File: src/rtl/aes_key_sched_ctrl.sv
// AES-128/AES-256 key expansion sequencer sharing one external g_function
// (RotWord+SubWord+Rcon, one-cycle latency); emits one round key per valid pulse.
module aes_key_sched_ctrl (
  input  logic         i_clk,
  input  logic         i_rst_n,
  input  logic         i_start,
  input  logic         i_key_256,
  input  logic [255:0] i_key_in,
  output logic [31:0]  o_g_word,
  output logic [7:0]   o_g_rcon,
  input  logic [31:0]  i_g_result,
  output logic [127:0] o_round_key,
  output logic [3:0]   o_round_key_idx,
  output logic         o_round_key_valid,
  output logic         o_busy,
  output logic         o_done
);

  typedef enum logic [1:0] {S_IDLE, S_KEY1, S_ISSUE, S_COMPUTE} state_t;

  state_t       r_state, w_state_nxt;
  logic         r_m256;
  logic [127:0] r_cur, r_prev, r_rk;
  logic [7:0]   r_rcon;
  logic [3:0]   r_idx;
  logic         r_vld, r_busy, r_done;

  logic         w_accept, w_hstep, w_last;
  logic [3:0]   w_idx_nxt;
  logic [31:0]  w_w, w_n0, w_n1, w_n2, w_n3;
  logic [127:0] w_base, w_new;
  logic [7:0]   w_rcon_nxt;

  // done is high in the first IDLE cycle; a start there must be ignored
  assign w_accept   = (r_state == S_IDLE) & i_start & ~r_done;
  // AES-256 steps into an odd index use SubWord only
  assign w_hstep    = r_m256 & ~r_idx[0];
  assign w_idx_nxt  = r_idx + 4'd1;
  assign w_last     = (w_idx_nxt == (r_m256 ? 4'd14 : 4'd10));
  assign w_w        = r_cur[31:0];
  assign w_base     = r_m256 ? r_prev : r_cur;
  assign w_n0       = w_base[127:96] ^ i_g_result;
  assign w_n1       = w_base[95:64]  ^ w_n0;
  assign w_n2       = w_base[63:32]  ^ w_n1;
  assign w_n3       = w_base[31:0]   ^ w_n2;
  assign w_new      = {w_n0, w_n1, w_n2, w_n3};
  assign w_rcon_nxt = {r_rcon[6:0], 1'b0} ^ (r_rcon[7] ? 8'h1b : 8'h00);

  always_ff @(posedge i_clk or negedge i_rst_n) begin
    if (!i_rst_n) r_state <= S_IDLE;
    else          r_state <= w_state_nxt;
  end

  always_comb begin
    w_state_nxt = r_state;
    o_g_word    = 32'h0;
    o_g_rcon    = 8'h0;
    case (r_state)
      S_IDLE:    if (w_accept) w_state_nxt = i_key_256 ? S_KEY1 : S_ISSUE;
      S_KEY1:    w_state_nxt = S_ISSUE;
      S_ISSUE: begin
        w_state_nxt = S_COMPUTE;
        // pre-rotate right so the g_function's left rotation cancels out
        o_g_word    = w_hstep ? {w_w[7:0], w_w[31:8]} : w_w;
        o_g_rcon    = w_hstep ? 8'h00 : r_rcon;
      end
      S_COMPUTE: w_state_nxt = w_last ? S_IDLE : S_ISSUE;
      default:   w_state_nxt = S_IDLE;
    endcase
  end

  always_ff @(posedge i_clk or negedge i_rst_n) begin
    if (!i_rst_n) begin
      r_m256 <= 1'b0;
      r_cur  <= '0;
      r_prev <= '0;
      r_rk   <= '0;
      r_rcon <= 8'h01;
      r_idx  <= 4'd0;
      r_vld  <= 1'b0;
      r_busy <= 1'b0;
      r_done <= 1'b0;
    end else begin
      r_vld  <= 1'b0;
      r_done <= 1'b0;
      case (r_state)
        S_IDLE: begin
          r_busy <= w_accept;
          if (w_accept) begin
            r_m256 <= i_key_256;
            r_cur  <= i_key_in[255:128];
            r_prev <= '0;
            r_rcon <= 8'h01;
            r_rk   <= i_key_in[255:128];
            r_idx  <= 4'd0;
            r_vld  <= 1'b1;
          end
        end
        S_KEY1: begin
          r_prev <= r_cur;
          r_cur  <= i_key_in[127:0];
          r_rk   <= i_key_in[127:0];
          r_idx  <= 4'd1;
          r_vld  <= 1'b1;
        end
        S_COMPUTE: begin
          if (r_m256) r_prev <= r_cur;
          r_cur  <= w_new;
          r_rk   <= w_new;
          r_idx  <= w_idx_nxt;
          r_vld  <= 1'b1;
          if (!w_hstep) r_rcon <= w_rcon_nxt;
          if (w_last)   r_done <= 1'b1;
        end
        default: ;
      endcase
    end
  end

  assign o_round_key       = r_rk;
  assign o_round_key_idx   = r_idx;
  assign o_round_key_valid = r_vld;
  assign o_busy            = r_busy;
  assign o_done            = r_done;

endmodule
File: config.mk
export PLATFORM = sky130hd
export DESIGN_NAME = aes_key_sched_ctrl
export DESIGN_NICKNAME = d
export VERILOG_FILES = /design/src/rtl/aes_key_sched_ctrl.sv
export SDC_FILE = /design/constraint.sdc
export NUM_CORES = 1
export LEC_CHECK = 0
export ABC_AREA = 1
export ABC_CLOCK_PERIOD_IN_PS = 1600
export CELL_PAD_IN_SITES_DETAIL_PLACEMENT = 1
export CELL_PAD_IN_SITES_GLOBAL_PLACEMENT = 2
export CORE_MARGIN = 2
export CORE_UTILIZATION = 25
export DETAILED_ROUTE_END_ITERATION = 8
export PLACE_DENSITY = 0.78
export SYNTH_ARGS = -nofsm -noshare
export SYNTH_HDL_FRONTEND = slang
export SYNTH_SLANG_ARGS = --single-unit
File: constraint.sdc
create_clock -name i_clk -period 1.6 [get_ports i_clk]
set_input_delay 0.48 -clock i_clk [delete_from_list [all_inputs] [get_ports i_clk]]
set_output_delay 0.48 -clock i_clk [all_outputs]
set_load 0.05 [all_outputs]
Word-level counts from Yosys, hierarchy flattened. Cells that the tools add are included.

Bitwise operators: 10. Equality and inequality tests: 7. Reductions and logical operators: 8. $add $sub $neg: 1. Muxes and demuxes: 25.

Operators with widths (number): 128-bit case mux with 3 select lines (2); 128-bit 2-to-1 mux (4); 32-bit XOR (4); 32-bit 2-to-1 mux (2); 8-bit 2-to-1 mux (4); 8-bit case mux with 2 select lines (1); 4-bit case mux with 3 select lines (1); 2-bit case mux with 4 select lines (1); 8-bit by 5-bit XOR with 8-bit output (1); 2-bit 2-to-1 mux (3); 2-bit != test, second input constant (3); 3-bit AND reduction (2); 5-bit 2-to-1 mux (1); 4-bit by 1-bit adder with 4-bit output, second input constant (1); 2-bit == test, second input constant (2); 4-bit == test (1); 4-bit 2-to-1 mux (1); 2-bit AND reduction (2); 1-bit bitwise AND (3); 1-bit 2-to-1 mux (3); 3-bit 2-to-1 mux (1); 3-bit nonzero test (1); 2-bit by 1-bit == test with 1-bit output, second input constant (1); 2-bit zero test (1); 4 further kinds (5).

Word-level logic and storage cells: 60. Register bits after elaboration: 274. Output and inout port bits: 175.

Longest topological paths before layout.
Depth in word-level cells: 6. Depth in mapped cells: 12. Gate-level depth less buffers: 8.

Worst setup path before layout. OpenSTA, ideal clock, no wires.

Path type: register to output. Start: reg r_idx[0], in the netlist o_round_key_idx[0]. End: out o_g_word[7]. Cell stages (with the launch flop): 5. Path slack: -1359 ps. Buffers on the path: 1. Data required time: 1120 ps. Arrival: 2479 ps. Cells stage by stage: dfrtp_1 -> nor2_2 -> clkbuf_1 -> nor2_1 -> a211oi_1.

Longest elaborated chain between the ends: 4.

RTL lines: from (decl) (RTL line 25) `logic [3:0] r_idx;`; from (signal assigned) (RTL line 110) `r_idx <= w_idx_nxt;`; 1-bit inverter (RTL line 37) `assign w_hstep = r_m256 & ~r_idx[0];`; 1-bit bitwise AND (RTL line 37); 32-bit 2-to-1 mux (RTL line 64) `o_g_word = w_hstep ? {w_w[7:0], w_w[31:8]} : w_w;`; 32-bit 2-to-1 mux (RTL line 58) `case (r_state)`; to (decl) (RTL line 9) `output logic [31:0] o_g_word,`.

No other way between the ends.

Final worst setup path.
Start: reg r_m256. End: out o_g_word[0].

Longest elaborated chain between the ends: 3.

RTL lines: from (decl) (RTL line 22) `logic r_m256;`; from (signal assigned) (RTL line 90) `r_m256 <= i_key_256;`; 1-bit bitwise AND (RTL line 37); 32-bit 2-to-1 mux (RTL line 64); 32-bit 2-to-1 mux (RTL line 58).

No other way between the ends.

==> qor.txt <==
outcome - complete, but fails checks
failing checks - setup timing
row count - 97
synth warn - 0
clock buffer depth - 3
Crit path arrival time - 2090 ps
Buf+Inv Stages, Crit Path - 4
most frequent cells after synthesis - nand3_1, inv_1, nand2_1, dfrtp_1, o22ai_1
Fin. Hold Viols - 0
GRT Util Overall - 25.8%
RePlAce Congestion - 0.881
HPWL after DPL - 66800 um
Min-Delay Path Class - in2async
Final Critical Period - 2570 ps
CTS tree - built
Worst path max stage delay - 440 ps
dominant synthesized flop cell - dfrtp_1
Slew HR - 65.6%
EDFF count, synth - 0
syn nets - 2626
root buf cell - clkbuf_16
Synth top area share - 38.3%
Starting DRT DRC Count - 1274
Post-route DRC - 0
via count - 21600
fin crit share - 160%
DIE WIDTH - 271 um
CP Max Fanout - 6
post-synthesis register bit count - 274
largest net degree at the start of global routing - 48
CTS HTree Levels - 2
mux cell area share after synthesis - 0%
Mapped Area - 0.0178 mm^2
CP delay by family, top - buffers and inverters
worst skew pair latency - 560 ps
Worst-path clk slew - 60 ps
layout net count - 3387
worst slew pin tran - 516 ps
Startpoint Class - flip-flop
Post-Synth Simple-Gate Area - 28.4%
worst path cell trace - inv_6, nor2_4, buf_12, buf_12, nor2_4, a211oi_4, buf_12
final setup margin - -966 ps
cts bufs inserted - 39
f_max - 390 MHz
Final Setup Violations - 445
wire length of the first global-routing pass - 147000 um
Synth Area in XOR/XNOR - 0.0983%
Die H - 271 um
Area Growth Syn to Fin - 98.9%
Final Skew - 18.5 ps
Port Buffers - 466
vias in the first global route - 23900
Cells after Synth - 2332
Mean Syn Cell Area - 7.64 um^2
final non-filler cell total - 4063
Num Clock Sinks - 274
top-count cell post-synth - nand3_1
CP dominant cell by count - buf_12
Slowest-stage cell, CP - dfrtp_4
area share of fa/ha/maj cells after synthesis - 0.140%
DRT Wirelength - 100000 um
IO Count - 467
initial antenna violation count - 6
Reg2Reg Capture Point - o_round_key[23]
Routed wire per std cell - 24.7 um
Core Area - 0.0703 mm^2
# Max-Cap Violations - 0
DRT Pass-1 Iters - 5
layout cell share with drive strength beyond 1 - 44.0%
Synth area leaders - dfrtp_1, nand3_1, inv_1
GR Overflow Total - 0
element type at the critical path end - output pin
dpl cells - 3928
Synth Area in Compound Gates - 20.8%
RSZ-0062 raised after global routing - yes
main combinational cell family by area after synthesis - simple AND/OR/NAND/NOR gates
Initial Util - 25.4%
Setup CP Type - reg2out
reg-to-reg startpoint - r_m256
Max Slew Vio Count - 0
asr flop ratio synth - 100%
WP data required - 1120 ps
Register-to-Register Path Depth - 10
leading area contributor after synthesis - dfrtp_1
antenna viol nets, final - 0
FF-to-FF setup slack - -540 ps
sequential-to-total area share from yosys stat - 38.5%
Die Area - 0.0734 mm^2
via/cell ratio - 5.33
Cell variety after synth - 38
[worst reg2reg max path, delay by kind of cell, from the launching register on]
family                 cells  cell delay, ps
buffers and inverters      4             600
AND/OR/NAND/NOR            4             510
AO/OA/AOI/OAI              2             430
flip-flops                 1             500
[area by class of cell]
type | instances | area, um^2
clock buffer | 61 | 1190
clock inverter | 6 | 55.1
timing repair buffer | 875 | 11100
sequential | 274 | 6870
multi-input combinational | 1567 | 13800
tap | 940 | 1180
antenna | 4 | 10.0
inverter | 336 | 1280
fill | 7533 | 34800
[logic make-up after synthesis]
logic type | after synthesis
fa+ha+maj | 2
xor+xnor | 2
buf+inv | 491
flops | 274
compound gates | 536
simple gates | 1027
[how the worst max path moves through the flow]
stage          startpoint              end  slack (ps)  cells after the start
4_1_cts            r_m256     o_g_word[11]        -960                      7
6_report           r_m256      o_g_word[0]        -970                      7
2_1_floorplan      r_m256     o_g_word[11]        -470                      7
3_5_place_dp      i_start  o_round_key[54]        -900                     10
3_3_place_gp      i_start  o_round_key[54]        -870                     10
5_1_grt            r_m256     o_g_word[18]       -1030                      8
[metal layers]
layer	GRT usage (%)	vias up	share of wire [%]
met5	0	-	0.023
met4	9.64	4	3.6
met3	3.87	181	3.9
met2	46.9	568	53
met1	30.4	11100	39
li1	-	9787	-
[layout by cell type (no fill, tap or decap), types with 28 or more instances in the layout]
cell type        instances
dfrtp_1                262
o21ai_2                 63
nand3_4                177
clkdlybuf4s50_1        290
inv_1                  329
nand3_1                147
nor2_1                  82
nand2_4                 28
nand3_2                225
clkbuf_16               43
a22oi_1                 43
buf_4                  258
nand3b_1                32
a221oi_1                72
buf_6                   47
o21ai_0                 40
o22ai_1                129
buf_12                 246
nand2_1                240
nand2_2                 42
a211oi_4                32
[through the flow]
step | setup TNS, ps | worst slack, ps | utilization (%) | instance area, um^2 | hold WS, ps
floorplan | -17550 | -468 | - | 18700 | 184
global placement | -203780 | -870 | 40.9 | 28700 | 399
detailed placement | -209010 | -897 | 40.9 | 28700 | 407
CTS | -118520 | -961 | 47.6 | 33400 | 422
global route | -151930 | -1030 | 50.4 | 35500 | 437
finish | -119860 | -966 | 50.4 | 35500 | 409
[flip-flops by register name, summed over array words and instances, names as in the netlist]
name and flops:
o_done 1, o_busy 1, o_round_key_idx 4, r_prev 128, r_m256 1, r_state 2
o_round_key_valid 1, o_round_key 128, r_rcon 8
[repair_timing]
| item | in CTS | in global routing |
|---|---|---|
| resized for setup | 611 | 342 |
| endpoints found under the hold margin | 22 | 0 |
| pin swaps | 104 | 101 |
| cloned | 18 | 2 |
| hold buffers | 1 | 0 |
| setup endpoints to repair | 443 | 445 |
| buffers inserted | 34 | 15 |
Power is not shown: default switching activity piles up to over one toggle a cycle in this logic, so the estimate is an artifact.
